$ cat config.mk
export PLATFORM = sky130hd
export DESIGN_NAME = spi_tft_tx_flat
export DESIGN_NICKNAME = d
export VERILOG_FILES = /design/src/rtl/spi_tft_tx_if.sv /design/src/rtl/spi_tft_tx.sv /design/src/flat_wrapper.sv
export SDC_FILE = /design/constraint.sdc
export NUM_CORES = 1
export LEC_CHECK = 0
export CAP_MARGIN = 0
export CORE_MARGIN = 8
export CORE_UTILIZATION = 45
export CTS_BUF_LIST = sky130_fd_sc_hd__clkbuf_4 sky130_fd_sc_hd__clkbuf_8 sky130_fd_sc_hd__clkbuf_16
export DETAILED_ROUTE_END_ITERATION = 10
export PLACE_DENSITY_LB_ADDON = 0.15
export SYNTH_ARGS = -nofsm -noshare
export SYNTH_HDL_FRONTEND = slang
export SYNTH_SLANG_ARGS = --single-unit
$ cat constraint.sdc
create_clock -name clk -period 3.3 [get_ports clk]
set_clock_uncertainty 0.05 [all_clocks]
set_input_delay 0.66 -clock clk [delete_from_list [all_inputs] [get_ports clk]]
set_output_delay 0.66 -clock clk [all_outputs]
set_load 0.05 [all_outputs]
$ cat src/rtl/spi_tft_tx_if.sv
// Byte-request and panel-pin bundle for the TFT SPI transmitter.
// The slave side is the transmitter; the master side is the panel
// controller, which also observes the panel lines.
interface spi_tft_tx_if;
    logic       send_en;
    logic       send_dc;
    logic [7:0] send_data;
    logic       send_busy;
    logic       tft_cs;
    logic       tft_sclk;
    logic       tft_mosi;
    logic       tft_dc;

    modport master (
        output send_en,
        output send_dc,
        output send_data,
        input  send_busy,
        input  tft_cs,
        input  tft_sclk,
        input  tft_mosi,
        input  tft_dc
    );

    modport slave (
        input  send_en,
        input  send_dc,
        input  send_data,
        output send_busy,
        output tft_cs,
        output tft_sclk,
        output tft_mosi,
        output tft_dc
    );
endinterface

$ cat src/rtl/spi_tft_tx.sv
// Single-byte SPI mode-0 transmitter for a TFT panel with D/C line.
// One byte per request: chip select drops with the first data bit, eight
// SCLK pulses shift the byte out MSB first, chip select is held one more
// SCLK period after the last pulse, then stays high for a CS gap before
// the transmitter reports idle again.  Every panel pin is a flop output.
module spi_tft_tx #(
    parameter int CLK_DIV = 2,
    parameter int CS_GAP  = 2
) (
    input  logic        clk,
    input  logic        rst,
    spi_tft_tx_if.slave bus
);

    localparam logic [7:0] DIV_LOAD = 8'(CLK_DIV - 1);
    localparam logic [7:0] GAP_LOAD = 8'(CS_GAP - 1);

    typedef enum logic [2:0] {
        IDLE,
        SETUP,
        SHIFT,
        HOLD,
        GAP
    } state_t;

    state_t     state_q,     state_d;
    logic [7:0] cnt_q,       cnt_d;
    logic [3:0] bitCnt_q,    bitCnt_d;
    logic [7:0] shift_q,     shift_d;
    logic       holdPhase_q, holdPhase_d;
    logic       busy_q,      busy_d;
    logic       cs_q,        cs_d;
    logic       sclk_q,      sclk_d;
    logic       mosi_q,      mosi_d;
    logic       dc_q,        dc_d;

    // State, counters and all panel-facing outputs; reset returns to an idle, deselected bus
    always_ff @(posedge clk) begin
        if (rst) begin
            state_q     <= IDLE;
            cnt_q       <= '0;
            bitCnt_q    <= '0;
            shift_q     <= '0;
            holdPhase_q <= 1'b0;
            busy_q      <= 1'b0;
            cs_q        <= 1'b1;
            sclk_q      <= 1'b0;
            mosi_q      <= 1'b0;
            dc_q        <= 1'b0;
        end else begin
            state_q     <= state_d;
            cnt_q       <= cnt_d;
            bitCnt_q    <= bitCnt_d;
            shift_q     <= shift_d;
            holdPhase_q <= holdPhase_d;
            busy_q      <= busy_d;
            cs_q        <= cs_d;
            sclk_q      <= sclk_d;
            mosi_q      <= mosi_d;
            dc_q        <= dc_d;
        end
    end

    // Sequencing: each phase lasts a reloaded count; HOLD covers the last SCLK low phase then the CS hold
    always_comb begin
        state_d     = state_q;
        cnt_d       = cnt_q;
        bitCnt_d    = bitCnt_q;
        shift_d     = shift_q;
        holdPhase_d = holdPhase_q;
        busy_d      = busy_q;
        cs_d        = cs_q;
        sclk_d      = sclk_q;
        mosi_d      = mosi_q;
        dc_d        = dc_q;

        case (state_q)
            IDLE: begin
                cnt_d    = '0;
                bitCnt_d = '0;
                if (bus.send_en) begin
                    state_d     = SETUP;
                    cnt_d       = DIV_LOAD;
                    shift_d     = {bus.send_data[6:0], 1'b0};
                    mosi_d      = bus.send_data[7];
                    dc_d        = bus.send_dc;
                    cs_d        = 1'b0;
                    busy_d      = 1'b1;
                    sclk_d      = 1'b0;
                    holdPhase_d = 1'b0;
                end
            end

            SETUP: begin
                if (cnt_q == 8'd0) begin
                    state_d  = SHIFT;
                    cnt_d    = DIV_LOAD;
                    sclk_d   = 1'b1;
                    bitCnt_d = 4'd1;
                end else begin
                    cnt_d = cnt_q - 8'd1;
                end
            end

            SHIFT: begin
                if (cnt_q == 8'd0) begin
                    cnt_d = DIV_LOAD;
                    if (sclk_q) begin
                        sclk_d = 1'b0;
                        if (bitCnt_q == 4'd8) begin
                            state_d     = HOLD;
                            holdPhase_d = 1'b0;
                        end else begin
                            mosi_d  = shift_q[7];
                            shift_d = {shift_q[6:0], 1'b0};
                        end
                    end else begin
                        sclk_d   = 1'b1;
                        bitCnt_d = bitCnt_q + 4'd1;
                    end
                end else begin
                    cnt_d = cnt_q - 8'd1;
                end
            end

            HOLD: begin
                if (cnt_q == 8'd0) begin
                    if (!holdPhase_q) begin
                        holdPhase_d = 1'b1;
                        cnt_d       = DIV_LOAD;
                    end else begin
                        state_d     = GAP;
                        holdPhase_d = 1'b0;
                        cnt_d       = GAP_LOAD;
                        cs_d        = 1'b1;
                    end
                end else begin
                    cnt_d = cnt_q - 8'd1;
                end
            end

            GAP: begin
                if (cnt_q == 8'd0) begin
                    state_d  = IDLE;
                    cnt_d    = '0;
                    bitCnt_d = '0;
                    busy_d   = 1'b0;
                end else begin
                    cnt_d = cnt_q - 8'd1;
                end
            end

            default: begin
                state_d = IDLE;
            end
        endcase
    end

    assign bus.send_busy = busy_q;
    assign bus.tft_cs    = cs_q;
    assign bus.tft_sclk  = sclk_q;
    assign bus.tft_mosi  = mosi_q;
    assign bus.tft_dc    = dc_q;

endmodule

$ cat src/flat_wrapper.sv
// flat-port wrapper written by rule: the top's interface ports become plain ports
module spi_tft_tx_flat 
#(
    parameter int CLK_DIV = 2,
    parameter int CS_GAP  = 2
)
  (clk, rst, bus_send_en, bus_send_dc, bus_send_data, bus_send_busy, bus_tft_cs, bus_tft_sclk, bus_tft_mosi, bus_tft_dc);
  spi_tft_tx_if bus_i ();
  input  logic clk;
  input  logic rst;
  input wire logic [$bits(bus_i.send_en)-1:0] bus_send_en;
  input wire logic [$bits(bus_i.send_dc)-1:0] bus_send_dc;
  input wire logic [$bits(bus_i.send_data)-1:0] bus_send_data;
  output wire logic [$bits(bus_i.send_busy)-1:0] bus_send_busy;
  output wire logic [$bits(bus_i.tft_cs)-1:0] bus_tft_cs;
  output wire logic [$bits(bus_i.tft_sclk)-1:0] bus_tft_sclk;
  output wire logic [$bits(bus_i.tft_mosi)-1:0] bus_tft_mosi;
  output wire logic [$bits(bus_i.tft_dc)-1:0] bus_tft_dc;
  assign bus_i.send_en = bus_send_en;
  assign bus_i.send_dc = bus_send_dc;
  assign bus_i.send_data = bus_send_data;
  assign bus_send_busy = bus_i.send_busy;
  assign bus_tft_cs = bus_i.tft_cs;
  assign bus_tft_sclk = bus_i.tft_sclk;
  assign bus_tft_mosi = bus_i.tft_mosi;
  assign bus_tft_dc = bus_i.tft_dc;
  spi_tft_tx #(.CLK_DIV(CLK_DIV), .CS_GAP(CS_GAP)) u_core (.clk(clk), .rst(rst), .bus(bus_i));
endmodule
; ---- Yosys cells after proc, flatten, opt, wreduce, memory -nomap -nowiden
; Cells that the tools add are included.
; W data, S select, Z words.
[op_classes]
addsub = 2
eq_ne = 15
muxes = 45
reduce_logical = 18
[op_table]
columns = operator, count
row1 = $mux W8, 6
row2 = $mux W3, 8
row3 = $pmux W8 S3, 1
row4 = $mux W1, 18
row5 = $mux W4, 4
row6 = $pmux W4 S4, 1
row7 = $pmux W8 S2, 1
row8 = $pmux W3 S5, 1
row9 = $ne A2 B1 Y1 const B, 7
row10 = $reduce_and A5 Y1, 2
row11 = $reduce_bool A3 Y1, 3
row12 = $logic_not A8 Y1, 1
row13 = $reduce_and A4 Y1, 2
row14 = $reduce_and A8 Y1, 1
row15 = $sub A8 B1 Y8 const B, 1
row16 = $eq A3 B2 Y1 const B, 2
row17 = $ne A2 B2 Y1 const B, 3
row18 = $pmux W1 S2, 3
row19 = $pmux W1 S3, 2
row20 = $reduce_and A6 Y1, 1
row21 = $reduce_bool A2 Y1, 3
row22 = $add A4 B1 Y4 const B, 1
row23 = $eq A4 B4 Y1 const B, 1
row24 = $reduce_bool A4 Y1, 1
row25 = 6 further kinds, 6
[totals]
regBits = 29
inputBits = 12
out_inout_bits = 5
word_cells = 90

; ---- Depth between registers and ports, before layout
; Gate-level depths: netlist of run 1.
[logic_depth]
depth_word = 5
ltp_mapped = 7
ltp_nobuf = 6

; ---- Worst setup path before layout of run 1
; No wires, ideal clock.
[synth_path]
path_type = register to register
startpoint = reg u_core.cnt_q[0]
endpoint = reg u_core.holdPhase_q
setup_time_ps = 72
arrival_time_ps = 1756
path_slack_ps = 1422
stages_incl_launch_ff = 8
synth_period_minus_slack_ps = 1878
path_cell_list = dfxtp_1 -> inv_1 -> ha_1 -> nor3b_2 -> a31oi_4 -> buf_6 -> a2111oi_2 -> mux2i_1
[synth_between]
elab_chain_cells = 3
elab_cells_between_ends = 4
classes_between = eq/ne (2) / reduce/logical (2)
[synth_lines]
columns = item, line
row1 = start: declaration, spi_tft_tx.sv:27  ; logic [7:0] cnt_q, cnt_d;
row2 = start signal: assignment, spi_tft_tx.sv:52  ; cnt_q <= cnt_d;
row3 = $logic_not A8 Y1 (*), "spi_tft_tx.sv:106, spi_tft_tx.sv:127"
row4 = $ne A2 B1 Y1 (no source line), n/a
row5 = $reduce_and A6 Y1 (no source line) (*), n/a
row6 = end signal: assignment, spi_tft_tx.sv:55  ; holdPhase_q <= holdPhase_d;
row7 = end: declaration, spi_tft_tx.sv:30  ; logic holdPhase_q, holdPhase_d;
; Mark *: on every way between the ends. The rest lies on a longest branch, timed or not.
; A chain may end at the register's enable or synchronous reset.

; ---- Worst setup path in the final report of run 1
[layout_path]
startpoint = reg u_core.sclk_q, in the netlist u_core.bus.tft_sclk
endpoint = out bus_tft_sclk
[layout_rtl]
columns = item, line
row1 = start: declaration, spi_tft_tx.sv:33  ; logic sclk_q, sclk_d;
row2 = start signal: assignment, spi_tft_tx.sv:58  ; sclk_q <= sclk_d;
row3 = end: declaration, flat_wrapper.sv:16  ; output wire logic [$bits(bus_i.tft_sclk)-1:0] bus_tft_sclk;
; No word-level cell between the ends.

==> metrics.txt, run 1 <==
Row Count=22; CTS max path bufs=2; Final setup viols=0; Detail Placement HPWL=2780 um; count of different cell masters after synthesis=53; RSZ-0062 raised after global routing=no; pwr dens=707 mW/mm2; Largest stage delay, worst path=0.88 ns; Layout Nets=221; drt drc=0; syn_nets=213; Comb pwr share=51.1%; Max-Slew Margin vs Limit=39.6%; hold_buf cts=0; Post-synth EDFFs=0; first drt pass iteration count=5; Top Usage Layer GRT=met2; CP Cell Sequence=clkdlybuf4s50_1; Tmin final=2.41 ns; Buffers on Ports=16; Req. time, crit path=2.59 ns; ys flop type=dfxtp_1; Slew @ Worst Pin=0.904 ns; H-tree level count=1; Max-Cap Viols=0; dominant cell type by area after synthesis=dfxtp_1; Slowest-stage cell, CP=clkdlybuf4s50_1; CTS tree=built; Psw=0.000593 W; clk sink count=28; drt total wl=3910 um; DRT iter0 DRCs=128; Starting Density=47.1%; hold crit path type=register to register; floorplan core area=0.00366 mm2; kind of critical path=register to primary output; Max Fanout on Critical Path=8; first-pass GRT wire length=6800 um; initial antenna violation count=0; Net Sw Frac=43.8%; met1 GRT Util=17.5%; final core utilization=52.3%; Syn-to-layout area delta=11.2%; Clk pwr share=13.1%; #FFs+latches synth=28; Via density=5.96; root buffer cell=clkbuf_8; yosys warns=0; share of cells above drive strength 1=10.8%; top-count cell post-synth=dfxtp_1; Flop pwr share=35.8%; die height=77.9 um; M2 GR Usage=21.1%; Clk Latency, worst-skew pair=0.27 ns; peak supply drop=0.000243 V; Hold Violations, Final=0; ranking of synthesized cells by area=dfxtp_1 33%, a21oi_1 6.4%, mux2i_1 5.8%; sequential area share after synthesis=32.5%; Gate Count Post-Synth=198; Mapped Avg Cell Area=8.70 um2; status=completed; Setup TNS=0 ns; Clk pin slew, worst setup/hold paths=0.09 ns; TritonCTS Buffers=3; crit end category=primary output; met3 Resource Use GR=2.53%; leak pwr=0.716 nW; Async S/R FF share, synth=0%; P_int=0.000762 W; vias in the first global route=1432; io pins=17; remaining antenna violation count=0; share of the synthesized area in the top cell type=32.5%; grt total ovfl=0; die width=77.9 um; DR WL/cell=15.5 um; diode count=0; RePlAce Congestion=0.772; Critical Path Start Type=register; Filler cells=337; Tot GR Track Use=13.1%; Max Slew Vio Count=0; Post-synth top cells=28 x dfxtp_1, 22 x a21oi_1, 12 x o21ai_0; Synth Cell Area=0.00172 mm2; post-route clock period utilization=72.9%; # resized after CTS=0; via count=1501; CP bufs+invs=1; die footprint=0.00606 mm2; FMAX=0.416 GHz; CP arrival=1.70 ns; post-CTS setup repair buffer count=0; largest net degree at the start of global routing=22; Largest delay share family, worst path=buffers and inverters
placed cells by master (no fill, tap or decap), types with 3 or more instances in the layout:
cell | Yosys | layout
a211oi_1 | 3 | 3
a21oi_1 | 22 | 22
clkbuf_8 | 0 | 3
clkdlybuf4s50_1 | 0 | 16
dfxtp_1 | 28 | 28
ha_1 | 3 | 3
inv_1 | 7 | 7
mux2i_1 | 10 | 10
nand2_1 | 9 | 9
nand3_1 | 5 | 5
nand4_1 | 3 | 3
nor2_1 | 11 | 11
nor2b_1 | 3 | 3
nor3_1 | 8 | 8
o21ai_0 | 12 | 12
o21ai_1 | 3 | 3
or3_1 | 8 | 8
xor2_1 | 3 | 3
per-stage QoR:
step	hold slack [ns]	cell area [um2]	total power, W	worst slack [ns]	cells
6_report	0.429	1920	0.00135	0.894	252
2_1_floorplan	0.399	1720	0.00104	1.42	198
3_5_place_dp	0.417	1870	0.00118	0.702	249
3_3_place_gp	0.404	1870	0.00115	0.861	249
5_1_grt	0.445	1920	0.00145	0.815	252
4_1_cts	0.427	1920	0.00136	0.902	252
path summary, 6_finish.rpt:
check                                         from                                to  slack (ns)  cells after the start
setup / recovery  u_core.bus.tft_sclk$_SDFFE_PP0P_                      bus_tft_sclk        0.89                      1
hold / removal      u_core.shift_q[4]$_SDFFE_PP0P_    u_core.shift_q[4]$_SDFFE_PP0P_        0.43                      2
setup reg to reg    u_core.state_q[2]$_SDFFE_PP0P_  u_core.bus.tft_mosi$_SDFFE_PP0P_        0.94                      4
hold reg to reg     u_core.shift_q[4]$_SDFFE_PP0P_    u_core.shift_q[4]$_SDFFE_PP0P_        0.43                      2
layer usage:
metal	vias to the layer above	routed length (um)	part of all wire, %
li1	747	-	-
met1	714	1880	48
met2	38	1790	46
met3	2	219	5.6
met4	0	19	0.49
met5	-	0	0
power groups by stage:
stage / logic [W] / clock network [W] / registers [W]
floorplan: 0.000544 / 0 / 0.000501
global placement: 0.000666 / 0 / 0.000485
CTS: 0.000691 / 0.000182 / 0.000482
global route: 0.000756 / 0.000196 / 0.000495
finish: 0.000692 / 0.000178 / 0.000484
detailed placement: 0.000686 / 0 / 0.000489
sequential cells by signal, indices dropped and copies added (netlist names):
signal	flops
u_core.bitCnt_q	4
u_core.bus.send_busy	1
u_core.bus.tft_cs	1
u_core.bus.tft_dc	1
u_core.bus.tft_mosi	1
u_core.bus.tft_sclk	1
u_core.cnt_q	8
u_core.holdPhase_q	1
u_core.shift_q	7
u_core.state_q	3
logic make-up (layout without fill, tap and decap cells):
kind of cell / count (synthesis) / count (layout) / synth area share [%]
xor gates and xnor gates: 4 / 4 / 2.03
AOI/OAI and AO/OA: 61 / 61 / 24.2
and+or+nand+nor: 69 / 69 / 26.3
buffers and inverters: 22 / 28 / 6.39
adders and majority gates: 4 / 4 / 2.76
muxes: 10 / 10 / 5.81
DFF: 28 / 28 / 32.5
area by class of cell:
| cell class | count | area, um2 | area share [%] |
|---|---|---|---|
| Timing Repair Buffer | 18 | 175 | 9.14 |
| Multi-Input combinational cell | 148 | 1050 | 54.9 |
| Sequential cell | 28 | 561 | 29.3 |
| Clock buffer | 3 | 41.3 | 2.16 |
| Tap cell | 48 | 60.1 | 3.14 |
| Inverter | 7 | 26.3 | 1.37 |
Note: power is estimated with default switching activity, not from simulation.
==> inputs of run 2 (changes only) <==
clock period = 2.1 ns   (was 3.3 ns; I/O delays follow)
==> run 2 against run 1 <==
Wire length grew 1.9%. Sequential power grew 49%. Clock-buffer cell count did not move. Critical path type is now register to register. Flip-flop and latch count is the same. Non-clock buffer count rose by 12. Cell area is 6.8% higher. Clock power up 140%. Sequential share of layout area shrank 1.9 points. First-iteration DRC count fell by 23%.
==> metrics.txt, run 2 (same netlist as run 1, synthesis figures left out) <==
status=completed; root buffer cell=clkbuf_8; DRT iter0 DRCs=98 (-23%); dpl cell area=0.00195 mm2 (+4.3%); Final setup viols=0 (unchanged); Max-Cap Viols=0 (unchanged); biggest regs=u_core.cnt_q (8), u_core.shift_q (7), u_core.bitCnt_q (4); kind of critical path=register to register; Critical Path Start Type=register; CP arrival=2.17 ns (+0.47 ns); Net Sw Frac=40.5% (-3.2 points); CTS tree=built; die height=77.9 um (unchanged); drt drc=0 (unchanged); commonest non-fill, non-tap cell in the layout=dfxtp_1; Comb pwr share=51.8% (+0.7 points); Max Fanout on Critical Path=6 (-2); first-pass GRT wire length=6670 um (-1.9%); Row Count=22 (unchanged); Biggest register=u_core.cnt_q; Via density=5.92 (-0.53%); Psw=0.000961 W (+62%); Clk pwr share=17.8% (+4.7 points); vias in the first global route=1491 (+4.1%); grt total ovfl=0 (unchanged); diode count=0 (unchanged); initial antenna violation count=0 (unchanged); drt total wl=3980 um (+1.9%); CTS max path bufs=2 (unchanged); remaining antenna violation count=0 (unchanged); post-route clock period utilization=99.8%; TritonCTS Buffers=3 (unchanged); clk sink count=28 (unchanged); Detail Placement HPWL=2850 um (+2.6%); Hold Violations, Final=0 (unchanged); Setup TNS=0 ns (unchanged); P_int=0.00141 W (+85%); Layout Nets=233 (+5.4%); Clk pin slew, worst setup/hold paths=0.10 ns (about the same); hold crit path type=register to register; pwr dens=1160 mW/mm2 (+64%); Tot GR Track Use=12.8% (-0.23 points); Req. time, crit path=2.17 ns (-0.42 ns); commonest non-fill, non-tap cells in the layout=28 x dfxtp_1, 22 x a21oi_1, 15 x clkdlybuf4s50_1, 15 x buf_4, 12 x o21ai_0; io pins=17 (unchanged); Buffers on Ports=16 (unchanged); crit end category=register; Starting Density=47.1% (unchanged); Slew @ Worst Pin=0.488 ns (-0.417 ns); H-tree level count=1 (unchanged); die width=77.9 um (unchanged); max reg flops=8 (unchanged); via count=1570 (+4.6%); Max Slew Vio Count=0 (unchanged); RePlAce Congestion=0.849 (+10%); FMAX=0.477 GHz; DR WL/cell=15.0 um (-3.1%); leak pwr=0.792 nW (+11%); Flop pwr share=30.4% (-5.4 points); peak supply drop=0.000507 V (+110%); Syn-to-layout area delta=18.7%; Final Instance Area=0.00205 mm2 (+6.8%); total power=0.00237 W (+75%); Max-Slew Margin vs Limit=66.7% (+27 points); Tmin final=2.10 ns; largest net degree at the start of global routing=23 (+4.5%); floorplan core area=0.00366 mm2 (unchanged); Clk Latency, worst-skew pair=0.27 ns (about the same); die footprint=0.00606 mm2 (unchanged); share of cells above drive strength 1=17.1% (+6.3 points); first drt pass iteration count=5 (unchanged)
==> run 2: layer usage <==
| layer | global-route usage [%] | up-vias | routed length [um] |
|---|---|---|---|
| met2 | 22.0 | 42 | 1860 |
| met5 | 0 | - | 0 |
| li1 | - | 775 | - |
| met3 | 2.53 | 8 | 197 |
| met4 | 3.96 | 0 | 73 |
| met1 | 15.7 | 745 | 1850 |
==> run 2: critical path: stages, from the launching register on <==
cell       delay, ns
dfxtp_1         0.35
inv_1           0.09
ha_1            0.22
nor3b_4         0.30
buf_4           0.18
nand4_1         0.11
xor2_1          0.18
a2111oi_0       0.46
==> run 2: power by group through the flow <==
stage          clock (W)  sequential [W]  combinational (W)
2_1_floorplan          0        0.000788           0.000854
3_3_place_gp           0        0.000725            0.00117
3_5_place_dp           0        0.000729            0.00119
4_1_cts         0.000434        0.000717            0.00119
5_1_grt         0.000449        0.000734            0.00134
6_report        0.000423        0.000720            0.00123
==> run 2: through the flow <==
step	setup slack, ns	std cells	hold slack, ns	utilization [%]
2_1_floorplan	0.222	198	0.399	-
3_3_place_gp	0.123	260	0.402	53.4
3_5_place_dp	0.0479	260	0.416	53.4
4_1_cts	0.00479	264	0.433	55.3
5_1_grt	-0.105	265	0.462	55.9
6_report	0.00329	265	0.426	55.9
==> run 2: repair_timing <==
item,CTS,global route
hold buffers,0,0
buffers inserted,0,1
resized for setup,0,3
endpoints found under the setup margin,0,10
==> run 2: path summary, 6_finish.rpt <==
| check | slack [ns] | start | end | cells after the start |
|---|---|---|---|---|
| setup / recovery | 0.003 | u_core.cnt_q[0]$_SDFFE_PP0P_ | u_core.bitCnt_q[3]$_SDFFE_PP0P_ | 7 |
| setup reg to reg | 0.003 | u_core.cnt_q[0]$_SDFFE_PP0P_ | u_core.bitCnt_q[3]$_SDFFE_PP0P_ | 7 |
| hold reg to reg | 0.43 | u_core.shift_q[7]$_SDFFE_PP0P_ | u_core.shift_q[7]$_SDFFE_PP0P_ | 2 |
| hold / removal | 0.43 | u_core.shift_q[7]$_SDFFE_PP0P_ | u_core.shift_q[7]$_SDFFE_PP0P_ | 2 |
==> run 2: layout make-up <==
| class | count | area [um2] |
|---|---|---|
| flip-flops and latches | 28 | 561 |
| clock inverters | 1 | 30.0 |
| multi-input cells | 148 | 1060 |
| well taps | 48 | 60.1 |
| inverters | 7 | 26.3 |
| repair buffers | 30 | 263 |
| clock buffers | 3 | 41.3 |
| fillers | 345 | 1620 |
